### src/rtl/conv_seq_ctrl.sv
// Convolution pass sequencer: steps N taps per window, drains the MAC pipeline,
// hands each result to the sink, W windows per pass. CONV_SEQ_DIM_CHECK_EN adds cfg_err.
module conv_seq_ctrl #(
  parameter int unsigned MAC_LAT = 2,
  parameter int unsigned OUT_AW  = 18
) (
  input  logic              clk,
  input  logic              reset,
  input  logic              start,
  input  logic [8:0]        SI_Height_W,
  input  logic [8:0]        SI_Weight_W,
  input  logic [8:0]        LI_Height_W,
  input  logic [8:0]        LI_Weight_W,
  input  logic              out_ready,
  output logic              addr_en,
  output logic [9:0]        count,
  output logic              acc_clr,
  output logic              acc_en,
  output logic              out_valid,
  output logic [OUT_AW-1:0] out_addr,
  output logic              busy,
  output logic              done
`ifdef CONV_SEQ_DIM_CHECK_EN
  ,
  output logic              cfg_err
`endif
);

  localparam int unsigned DW = (MAC_LAT > 1) ? $clog2(MAC_LAT) : 1;

  typedef enum logic [2:0] {IDLE, RUN, DRAIN, WRITE, FIN} state_e;

  state_e              state_q, state_d;
  logic [8:0]          si_h_q, si_h_d, si_w_q, si_w_d;
  logic [8:0]          li_h_q, li_h_d, li_w_q, li_w_d;
  logic [9:0]          count_q, count_d;
  logic [OUT_AW-1:0]   oaddr_q, oaddr_d;
  logic [19:0]         win_q, win_d;
  logic [DW-1:0]       drn_q, drn_d;
  logic [MAC_LAT-1:0]  dl_q;
  logic [MAC_LAT:0]    dl_ext;

  logic [17:0]         n_taps;
  logic [9:0]          win_x, win_y;
  logic [19:0]         n_wins;
  logic                last_tap, last_win, drain_last, accept;

  assign n_taps     = {9'd0, si_h_q} * {9'd0, si_w_q};
  assign win_x      = {1'b0, li_w_q} - {1'b0, si_w_q} + 10'd1;
  assign win_y      = {1'b0, li_h_q} - {1'b0, si_h_q} + 10'd1;
  assign n_wins     = {10'd0, win_x} * {10'd0, win_y};
  assign last_tap   = ({8'd0, count_q} == (n_taps - 18'd1));
  assign last_win   = (win_q == (n_wins - 20'd1));
  assign drain_last = (drn_q == DW'(MAC_LAT - 1));

`ifdef CONV_SEQ_DIM_CHECK_EN
  logic        cfg_err_q, cfg_err_d, dims_bad;
  logic [17:0] in_taps;

  assign in_taps  = {9'd0, SI_Height_W} * {9'd0, SI_Weight_W};
  assign dims_bad = (SI_Height_W == '0) || (SI_Weight_W == '0) ||
                    (LI_Height_W == '0) || (LI_Weight_W == '0) ||
                    (SI_Weight_W > LI_Weight_W) || (SI_Height_W > LI_Height_W) ||
                    (in_taps > 18'd1024);
  assign accept    = start && !dims_bad;
  assign cfg_err_d = (state_q == IDLE) && start && dims_bad;
  assign cfg_err   = cfg_err_q;
`else
  assign accept = start;
`endif

  always_comb begin
    state_d   = state_q;
    si_h_d    = si_h_q;
    si_w_d    = si_w_q;
    li_h_d    = li_h_q;
    li_w_d    = li_w_q;
    count_d   = count_q;
    oaddr_d   = oaddr_q;
    win_d     = win_q;
    drn_d     = drn_q;
    addr_en   = 1'b0;
    acc_clr   = 1'b0;
    out_valid = 1'b0;
    done      = 1'b0;
    case (state_q)
      IDLE: begin
        if (accept) begin
          si_h_d  = SI_Height_W;
          si_w_d  = SI_Weight_W;
          li_h_d  = LI_Height_W;
          li_w_d  = LI_Weight_W;
          count_d = '0;
          oaddr_d = '0;
          win_d   = '0;
          state_d = RUN;
        end
      end
      RUN: begin
        addr_en = 1'b1;
        acc_clr = (count_q == '0);
        if (last_tap) begin
          count_d = '0;
          drn_d   = '0;
          state_d = DRAIN;
        end else begin
          count_d = count_q + 10'd1;
        end
      end
      DRAIN: begin
        if (drain_last) state_d = WRITE;
        else            drn_d   = drn_q + DW'(1);
      end
      WRITE: begin
        out_valid = 1'b1;
        if (out_ready) begin
          if (last_win) begin
            state_d = FIN;
          end else begin
            oaddr_d = oaddr_q + OUT_AW'(1);
            win_d   = win_q + 20'd1;
            state_d = RUN;
          end
        end
      end
      FIN: begin
        done    = 1'b1;
        state_d = IDLE;
      end
      default: state_d = IDLE;
    endcase
  end

  // acc_en is addr_en seen MAC_LAT edges later; bit 0 holds the newest sample
  assign dl_ext = {dl_q, addr_en};

  always_ff @(posedge clk or posedge reset) begin
    if (reset) begin
      state_q <= IDLE;
      si_h_q  <= '0;
      si_w_q  <= '0;
      li_h_q  <= '0;
      li_w_q  <= '0;
      count_q <= '0;
      oaddr_q <= '0;
      win_q   <= '0;
      drn_q   <= '0;
      dl_q    <= '0;
`ifdef CONV_SEQ_DIM_CHECK_EN
      cfg_err_q <= 1'b0;
`endif
    end else begin
      state_q <= state_d;
      si_h_q  <= si_h_d;
      si_w_q  <= si_w_d;
      li_h_q  <= li_h_d;
      li_w_q  <= li_w_d;
      count_q <= count_d;
      oaddr_q <= oaddr_d;
      win_q   <= win_d;
      drn_q   <= drn_d;
      dl_q    <= dl_ext[MAC_LAT-1:0];
`ifdef CONV_SEQ_DIM_CHECK_EN
      cfg_err_q <= cfg_err_d;
`endif
    end
  end

  assign acc_en   = dl_q[MAC_LAT-1];
  assign count    = count_q;
  assign out_addr = oaddr_q;
  assign busy     = (state_q != IDLE);

endmodule
### config.mk
export PLATFORM = sky130hd
export DESIGN_NAME = conv_seq_ctrl
export DESIGN_NICKNAME = d
export VERILOG_FILES = /design/src/rtl/conv_seq_ctrl.sv
export SDC_FILE = /design/constraint.sdc
export NUM_CORES = 1
export LEC_CHECK = 0
export CAP_MARGIN = 20
export CORE_MARGIN = 2
export CORE_UTILIZATION = 30
export DETAILED_ROUTE_END_ITERATION = 7
export MAX_ROUTING_LAYER = met4
export PLACE_DENSITY = 0.54
export SYNTH_ARGS = -nofsm -noshare
export SYNTH_HDL_FRONTEND = slang
export SYNTH_SLANG_ARGS = --single-unit
### constraint.sdc
create_clock -name clk -period 17.6 [get_ports clk]
set_clock_uncertainty 0.1 [all_clocks]
set_input_delay 3.52 -clock clk [delete_from_list [all_inputs] [get_ports clk]]
set_output_delay 3.52 -clock clk [all_outputs]
set_load 0.01 [all_outputs]
Word level (Yosys, flattened, before mapping)
Cells that the tools add are included.

storage, ports and cells
  register bits = 90
  bits in latches = 0
  RAM bits = 0
  ROM bits = 0
  input port bits = 40
  output and inout port bits = 34
  word-level logic and storage cells = 68
  memories = 0

cells by class
  add/sub/neg operators = 10
  $mul = 2
  div/mod/pow operators = 0
  $lt $le $gt $ge = 0
  equality and inequality tests = 11
  shift-type cells = 0
  mux-type cells = 24
  bitwise operators = 0
  reduce and logical (&&, ||, !) cells = 11

operators with widths
  cell                                                 number
  2-to-1 mux 20 bit                                    3
  2-to-1 mux 18 bit                                    3
  case mux 20 bit (2 select lines)                     1
  case mux 18 bit (2 select lines)                     1
  adder 10 x 1 -> 10 bit (second input constant)       3
  adder 20 x 1 -> 20 bit (second input constant)       1
  == test 20 bit                                       1
  multiplier 10 x 10 -> 20 bit                         1
  2-to-1 mux 10 bit                                    2
  case mux 10 bit (2 select lines)                     1
  subtractor 20 x 1 -> 20 bit (second input constant)  1
  subtractor 9 x 9 -> 10 bit                           2
  adder 18 x 1 -> 18 bit (second input constant)       1
  == test 10 x 18 -> 1 bit                             1
  multiplier 9 x 9 -> 18 bit                           1
  subtractor 18 x 1 -> 18 bit (second input constant)  1
  2-to-1 mux 3 bit                                     5
  case mux 3 bit (4 select lines)                      1
  zero test 10 bit                                     1
  != test 2 bit (second input constant)                5
  AND reduction 4 bit                                  2
  == test 3 x 2 -> 1 bit (second input constant)       2
  2-to-1 mux 1 bit                                     6
  AND reduction 2 bit                                  3
  7 further kinds                                      9

Longest topological paths before layout
Gate-level depths: netlist (run 1).

  depth after elaboration = 8
  gate-level depth with buffers = 34
  gate-level depth less buffers = 31

Worst setup path after synthesis (run 1)
No wires, ideal clock.

  path kind = register to register
  start = register si_w_q[0]
  end = register win_q[16]
  setup time = 0.126 ns
  data arrival time = 8.000 ns
  data required time = 17.374 ns
  slack = 9.374 ns
  stages on the path, launching flop included = 33
  path buffers = 3
  clock period less this slack = 8.226 ns
  cell sequence = dfrtp_1 clkinv_1 ha_1 ha_1 fa_1 a21oi_1 nor2_1 nor2_1 o21bai_1 a21oi_1 o21bai_1 a21oi_1 xor2_1 nor2b_1 fa_1 inv_1 fa_1 fa_1 fa_1 fa_1 inv_1 ha_1 buf_4 xor2_1 nor3_1 or3_1 or4b_1 nor4b_2 and4_1 a21oi_2 buf_6 buf_6 a221o_1

between the ends
  cells in the longest elaborated chain, start to end = 7

RTL lines
  element                               RTL line  text
  start, declared                       34        logic [8:0] si_h_q, si_h_d, si_w_q, si_w_d;
  start signal, assigned                155       si_w_q <= si_w_d;
  subtractor 9 x 9 -> 10 bit            49        assign win_x = {1'b0, li_w_q} - {1'b0, si_w_q} + 10'd1;
  adder 10 x 1 -> 10 bit                49
  multiplier 10 x 10 -> 20 bit          51        assign n_wins = {10'd0, win_x} * {10'd0, win_y};
  subtractor 20 x 1 -> 20 bit           53        assign last_win = (win_q == (n_wins - 20'd1));
  == test 20 bit                        53
  != test 2 bit (no source line)        n/a
  AND reduction 4 bit (no source line)  n/a
  end signal, assigned                  160       win_q <= win_d;
  end, declared                         38        logic [19:0] win_q, win_d;

Every way passes these cells.
A chain may end at the register's enable or synchronous reset.

Worst setup path after layout (run 1)
  start = register si_h_q[1]
  end = register win_q[0]

between the ends
  cells in the longest elaborated chain, start to end = 7

RTL lines
  element                               RTL line  text
  start, declared                       34
  start signal, assigned                154       si_h_q <= si_h_d;
  subtractor 9 x 9 -> 10 bit            50        assign win_y = {1'b0, li_h_q} - {1'b0, si_h_q} + 10'd1;
  adder 10 x 1 -> 10 bit                50
  multiplier 10 x 10 -> 20 bit          51
  subtractor 20 x 1 -> 20 bit           53
  == test 20 bit                        53
  != test 2 bit (no source line)        n/a
  AND reduction 4 bit (no source line)  n/a

Every way passes these cells.

==> reports/metrics.yaml, run 1 <==
status: "finished clean"
worstSetupPathDepth: 31
num_antenna_cells: 0
num_vias: 9873
cts_setup_buffers: 0
final_common_cell: "nand2_1"
reg2reg_from: "si_h_q[1]"
synthArstFlopShare_pct: 100
crit_path_frequent_cell: "fa_1"
ys_seq_area_share_pct: 18.6
rsz0062_at_grt: "no"
area_growth_pct: 13.4
slew_headroom_pct: 24.8
core_mm2: 0.0398
r2r_slack_ns: 8.36
ant_nets: 0
place.port_buffers: 73
place_congestion: 0.896
synth_area_leaders: "fa_1 (21%), dfrtp_1 (19%), ha_1 (15%)"
cts_hold_buf: 0
cts_max_path_buffers: 2
final-setup-viol-count: 0
synth-edff-count: 0
dieArea_mm2: 0.0420
crit_path_start_kind: "register"
final_cell_mix: "nand2_1 (232), inv_1 (187), ha_1 (148), fa_1 (125), dfrtp_1 (90)"
multiInputGateArea_mm2: 0.00896
crit_buf_inv: 4
cts_tree: "yes"
max_cap_violations: 0
worstPathRequired_ns: 17.80
cts.sinks: 90
yosysWarnings: 0
drive_above_1_share_pct: 3.00
cp-end-kind: "register"
antenna_found_initial: 0
fin_crit_sh_pct: 52.5
overflow: 0
finalHoldViolCount: 0
first_global_vias: 10100
reg2regPathDepth: 31
tightest_slew_ns: 1.12
htreeDepth: 3
fmax_ghz: 0.108
drt_wl_total_mm: 32.1
cts_made_buffers: 9
drt_iter0_markers: 507
die_y_um: 205
clock_latency_ns: 0.36
remaining_drc_errors: 0
grt_max_degree: 57
synth_cells: 1402
nFillCells: 4229
synth_nets: 1715
via_per_inst: 4.96
syn_area_per_cell_um2: 8.64
critPathMaxFanout: 49
synth_seq_cells: 90
track_usage_pct: 16.3
fin_crit_ns: 9.24
min_to: "dl_q[1]"
synth_top_cell_by_area: "fa_1"
path_class: "reg -> reg"
ys.flop_type: "dfrtp_1"
grt_first_pass_wirelength_mm: 53.2
hpwl_mm: 26.0
hold_path.class: "reg -> reg"
synth_cell_types: 70
syn_area_mm2: 0.0121
die_x_um: 205
drv_slew: 0
worst_path_max_delay_cell: "xor2_1"
initial_core_util_pct: 30.4
r2r_end: "win_q[0]"
holdCritStartpoint: "dl_q[0]"
synth.top_cell.area_share_pct: 20.7
setup_tns_ns: 0
seqCellArea_mm2: 0.00225
wl_per_cell_um: 16.1
slowest_delay_ns: 0.72
final_nets: 1774
cp.arrival_ns: 9.43
critPathTopFamily: "adder cells"
hold_path_depth: 0
ios: 74
cts.repair.resized: 0
drt_first_pass_iters: 5
path_clk_slew_ns: 0.07
rows: 73
cts-root-buf: "clkbuf_16"
[registers in the layout, indices dropped and copies added (netlist names)]
signal,flops
win_q,20
si_w_q,9
state_q,3
out_addr,18
count,10
si_h_q,9
li_h_q,9
drain_last,1
dl_q,2
li_w_q,9
[synthesized netlist by cell type, drive strengths merged (13+ instances only)]
cell    number
nand4       20
mux2i       31
xnor2       39
and2        45
dfrtp       90
nor3        13
o21ai       50
and3        29
clkbuf      25
nand3       33
ha         148
nand2      232
inv        188
a21o        14
a21oi       45
nor2        90
xor2        25
fa         125
[cell families after synthesis]
| kind of cell | share of synthesized area [%] |
|---|---|
| adders and majority gates | 35.9 |
| buffers and inverters | 7.55 |
| AOI/OAI and AO/OA | 10.4 |
| DFF | 18.6 |
| and+or+nand+nor | 19.9 |
| xor gates and xnor gates | 4.82 |
| muxes | 2.84 |
[layer usage]
layer / routed length (um) / track usage [%]
met1: 14800 / 21.1
met2: 15600 / 27.4
met3: 1260 / 2.24
met4: 391 / 3.01
met5: 0 / -
[worst max path at each step]
stage	end	slack [ns]	from
after global routing	win_q[9]	7.78	si_h_q[1]
after detailed placement	win_q[0]	8.39	si_h_q[1]
after global placement	out_addr[0]	8.30	si_w_q[0]
after floorplan	win_q[16]	9.37	si_w_q[0]
final	win_q[0]	8.36	si_h_q[1]
after CTS	win_q[0]	8.31	si_h_q[1]
[through the flow]
| step | instance area (um^2) | utilization, % | hold WS [ns] | cells | setup WS (ns) |
|---|---|---|---|---|---|
| finish | 13700 | 34.5 | 0.251 | 1990 | 8.36 |
| CTS | 13700 | 34.5 | 0.253 | 1988 | 8.31 |
| detailed placement | 13400 | 33.7 | 0.237 | 1973 | 8.39 |
| global route | 13700 | 34.5 | 0.256 | 1990 | 7.78 |
| floorplan | 12100 | - | 0.231 | 1402 | 9.37 |
| global placement | 13400 | 33.7 | 0.234 | 1973 | 8.30 |
[area by class of cell]
| type | instances | share of cell area [%] |
|---|---|---|
| Clock buffer | 10 | 1.74 |
| Clock inverter | 5 | 0.464 |
| Inverter | 198 | 5.43 |
| Multi-Input combinational cell | 1077 | 65.2 |
| Sequential cell | 90 | 16.4 |
| Tap cell | 525 | 4.78 |
| Timing Repair Buffer | 85 | 5.97 |
Power of run 1 is left out: the tool's default activity adds up to more than one toggle a clock period on the data nets, which glitch-free logic cannot reach.
==> inputs of run 2 (changes only) <==
- PLACE_DENSITY: 0.54 -> 0.56
- clock period: 17.6 -> 8.3 ns (I/O delays scaled with it)
==> run 2 against run 1 <==
- non-clock buffer count up 70
- flip-flop and latch count unchanged
- wire length up 1.8%
- cell count up 3.7%
- design area up 5.2%
- critical path type unchanged
==> reports/metrics.yaml, run 2 (synthesis results as in run 1) <==
fmax_ghz: 0.126  # was 0.108 GHz
drv_slew: 0  # unchanged
holdCritStartpoint: "dl_q[0]"  # unchanged
reg2reg_from: "si_h_q[1]"  # unchanged
crit_path_start_kind: "register"  # unchanged
ios: 74  # unchanged
path_class: "reg -> reg"  # unchanged
clock_latency_ns: 0.36  # about the same
track_usage_pct: 16.4  # was 16.3%
r2r_end: "out_addr[11]"  # was win_q[0]
finalHoldViolCount: 0  # unchanged
first_global_vias: 10000  # was 10100
crit_path_frequent_cell: "fa_1"  # unchanged
min_to: "dl_q[1]"  # unchanged
area_growth_pct: 19.3  # was 13.4%
top_register: "win_q"  # unchanged
core_mm2: 0.0398  # unchanged
grt_first_pass_wirelength_mm: 53.3  # was 53.2 mm
place.port_buffers: 73  # unchanged
reg2regPathDepth: 31  # unchanged
rows: 73  # unchanged
remaining_drc_errors: 0  # unchanged
slowest_delay_ns: 0.58  # was 0.72 ns
status: "finished clean"  # unchanged
htreeDepth: 3  # unchanged
die_y_um: 205  # unchanged
drt_wl_total_mm: 32.7  # was 32.1 mm
final_util_pct: 36.3  # was 34.5%
hold_path.class: "reg -> reg"  # unchanged
final_nets: 1846  # was 1774
tightest_slew_ns: 1.06  # was 1.12 ns
crit_start: "si_h_q[1]"  # unchanged
wl_per_cell_um: 15.8  # was 16.1 um
num_antenna_cells: 0  # unchanged
setup_slack_ns: 0.343  # was 8.36 ns
antenna_found_initial: 0  # unchanged
overflow: 0  # unchanged
largest_reg_flops: 20  # unchanged
final_common_cell: "nand2_1"  # unchanged
cts_made_buffers: 9  # unchanged
slew_headroom_pct: 28.9  # was 24.8%
worstPathRequired_ns: 8.45  # was 17.80 ns
final_cell_mix: "nand2_1 (232), inv_1 (187), ha_1 (144), fa_1 (123), dfrtp_1 (90)"  # was nand2_1 (232), inv_1 (187), ha_1 (148), fa_1 (125), dfrtp_1 (90)
max_cap_violations: 0  # unchanged
initial_core_util_pct: 30.4  # unchanged
drt_iter0_markers: 509  # was 507
r2r_slack_ns: 0.34  # was 8.36 ns
dpl_worst_slack_ns: -0.0281  # was 8.39 ns
place_congestion: 0.923  # was 0.896
die_x_um: 205  # unchanged
drive_above_1_share_pct: 9.04  # was 3.00%
drt_first_pass_iters: 5  # unchanged
cts_tree: "yes"  # unchanged
critPathMaxFanout: 10  # was 49
final-setup-viol-count: 0  # unchanged
ant_nets: 0  # unchanged
fin_crit_ns: 7.96  # was 9.24 ns
cts.sinks: 90  # unchanged
nFillCells: 4127  # was 4229
fin_crit_sh_pct: 95.9  # was 52.5%
cp.arrival_ns: 8.10  # was 9.43 ns
dieArea_mm2: 0.0420  # unchanged
hpwl_mm: 26.6  # was 26.0 mm
cts-root-buf: "clkbuf_16"  # unchanged
num_vias: 10200  # was 9873
cp-end-kind: "register"  # unchanged
path_clk_slew_ns: 0.07  # about the same
hold_path_depth: 0  # unchanged
via_per_inst: 4.92  # was 4.96
grt_max_degree: 58  # was 57
cts_max_path_buffers: 2  # unchanged
worst_path_max_delay_cell: "fa_2"  # was xor2_1
-- run 2: cell types whose count changed in the layout (fill, tap and decap cells not counted), sizes merged --
| cell | before | now |
|---|---|---|
| clkinvlp | 3 | 0 |
| inv | 189 | 191 |
| clkbuf | 10 | 9 |
| a21oi | 45 | 47 |
| buf | 12 | 82 |
| clkinv | 10 | 13 |
-- run 2: stage by stage --
| stage | area [um^2] | TNS [ns] | instances | hold slack, ns |
|---|---|---|---|---|
| after detailed placement | 13900 | -0.162 | 2038 | 0.237 |
| after global routing | 14500 | -0.529 | 2063 | 0.255 |
| after global placement | 13900 | 0 | 2038 | 0.232 |
| after CTS | 14200 | 0 | 2055 | 0.253 |
| final | 14500 | 0 | 2063 | 0.250 |
| after floorplan | 12100 | 0 | 1402 | 0.231 |
-- run 2: worst max-delay path: cells and delay by family, from the launching register on --
kind                     cells  cell delay, ns
multiplexers                 1            0.16
flip-flops                   1            0.38
buffers and inverters        6            0.66
AO/OA/AOI/OAI                6            1.12
adder cells (fa/ha/maj)      9            3.68
AND/OR/NAND/NOR              8            1.53
XOR/XNOR                     1            0.24
-- run 2: layout make-up --
| type | instances | area [um^2] | area share, % |
|---|---|---|---|
| tap | 525 | 657 | 4.55 |
| multi-input combinational | 1079 | 9120 | 63.1 |
| clock inverter | 7 | 86.3 | 0.597 |
| sequential | 90 | 2250 | 15.6 |
| clock buffer | 9 | 225 | 1.56 |
| timing repair buffer | 155 | 1360 | 9.43 |
| inverter | 198 | 746 | 5.16 |
-- run 2: metal layers --
metal / wire length [um] / track usage, %
met1: 15500 / 22.7
met2: 15200 / 25.6
met3: 1510 / 2.53
met4: 488 / 3.13
met5: 0 / -
-- run 2: timing repair --
item                                    in CTS  in global routing
cloned                                       1                  1
hold buffers                                 0                  0
resized for setup                            3                 29
endpoints found under the setup margin      15                 40
buffers inserted                             0                  7
pin swaps                                    1                 21
-- run 2: worst max path at each step --
stage / end / slack (ns) / depth (start not counted)
after floorplan: win_q[16] / 0.07 / 32
after global placement: win_q[14] / 0.07 / 29
after detailed placement: win_q[16] / -0.03 / 29
after CTS: out_addr[11] / 0.04 / 31
after global routing: out_addr[11] / -0.10 / 31
final: out_addr[11] / 0.34 / 31
Power of run 2 is left out for the same reason.
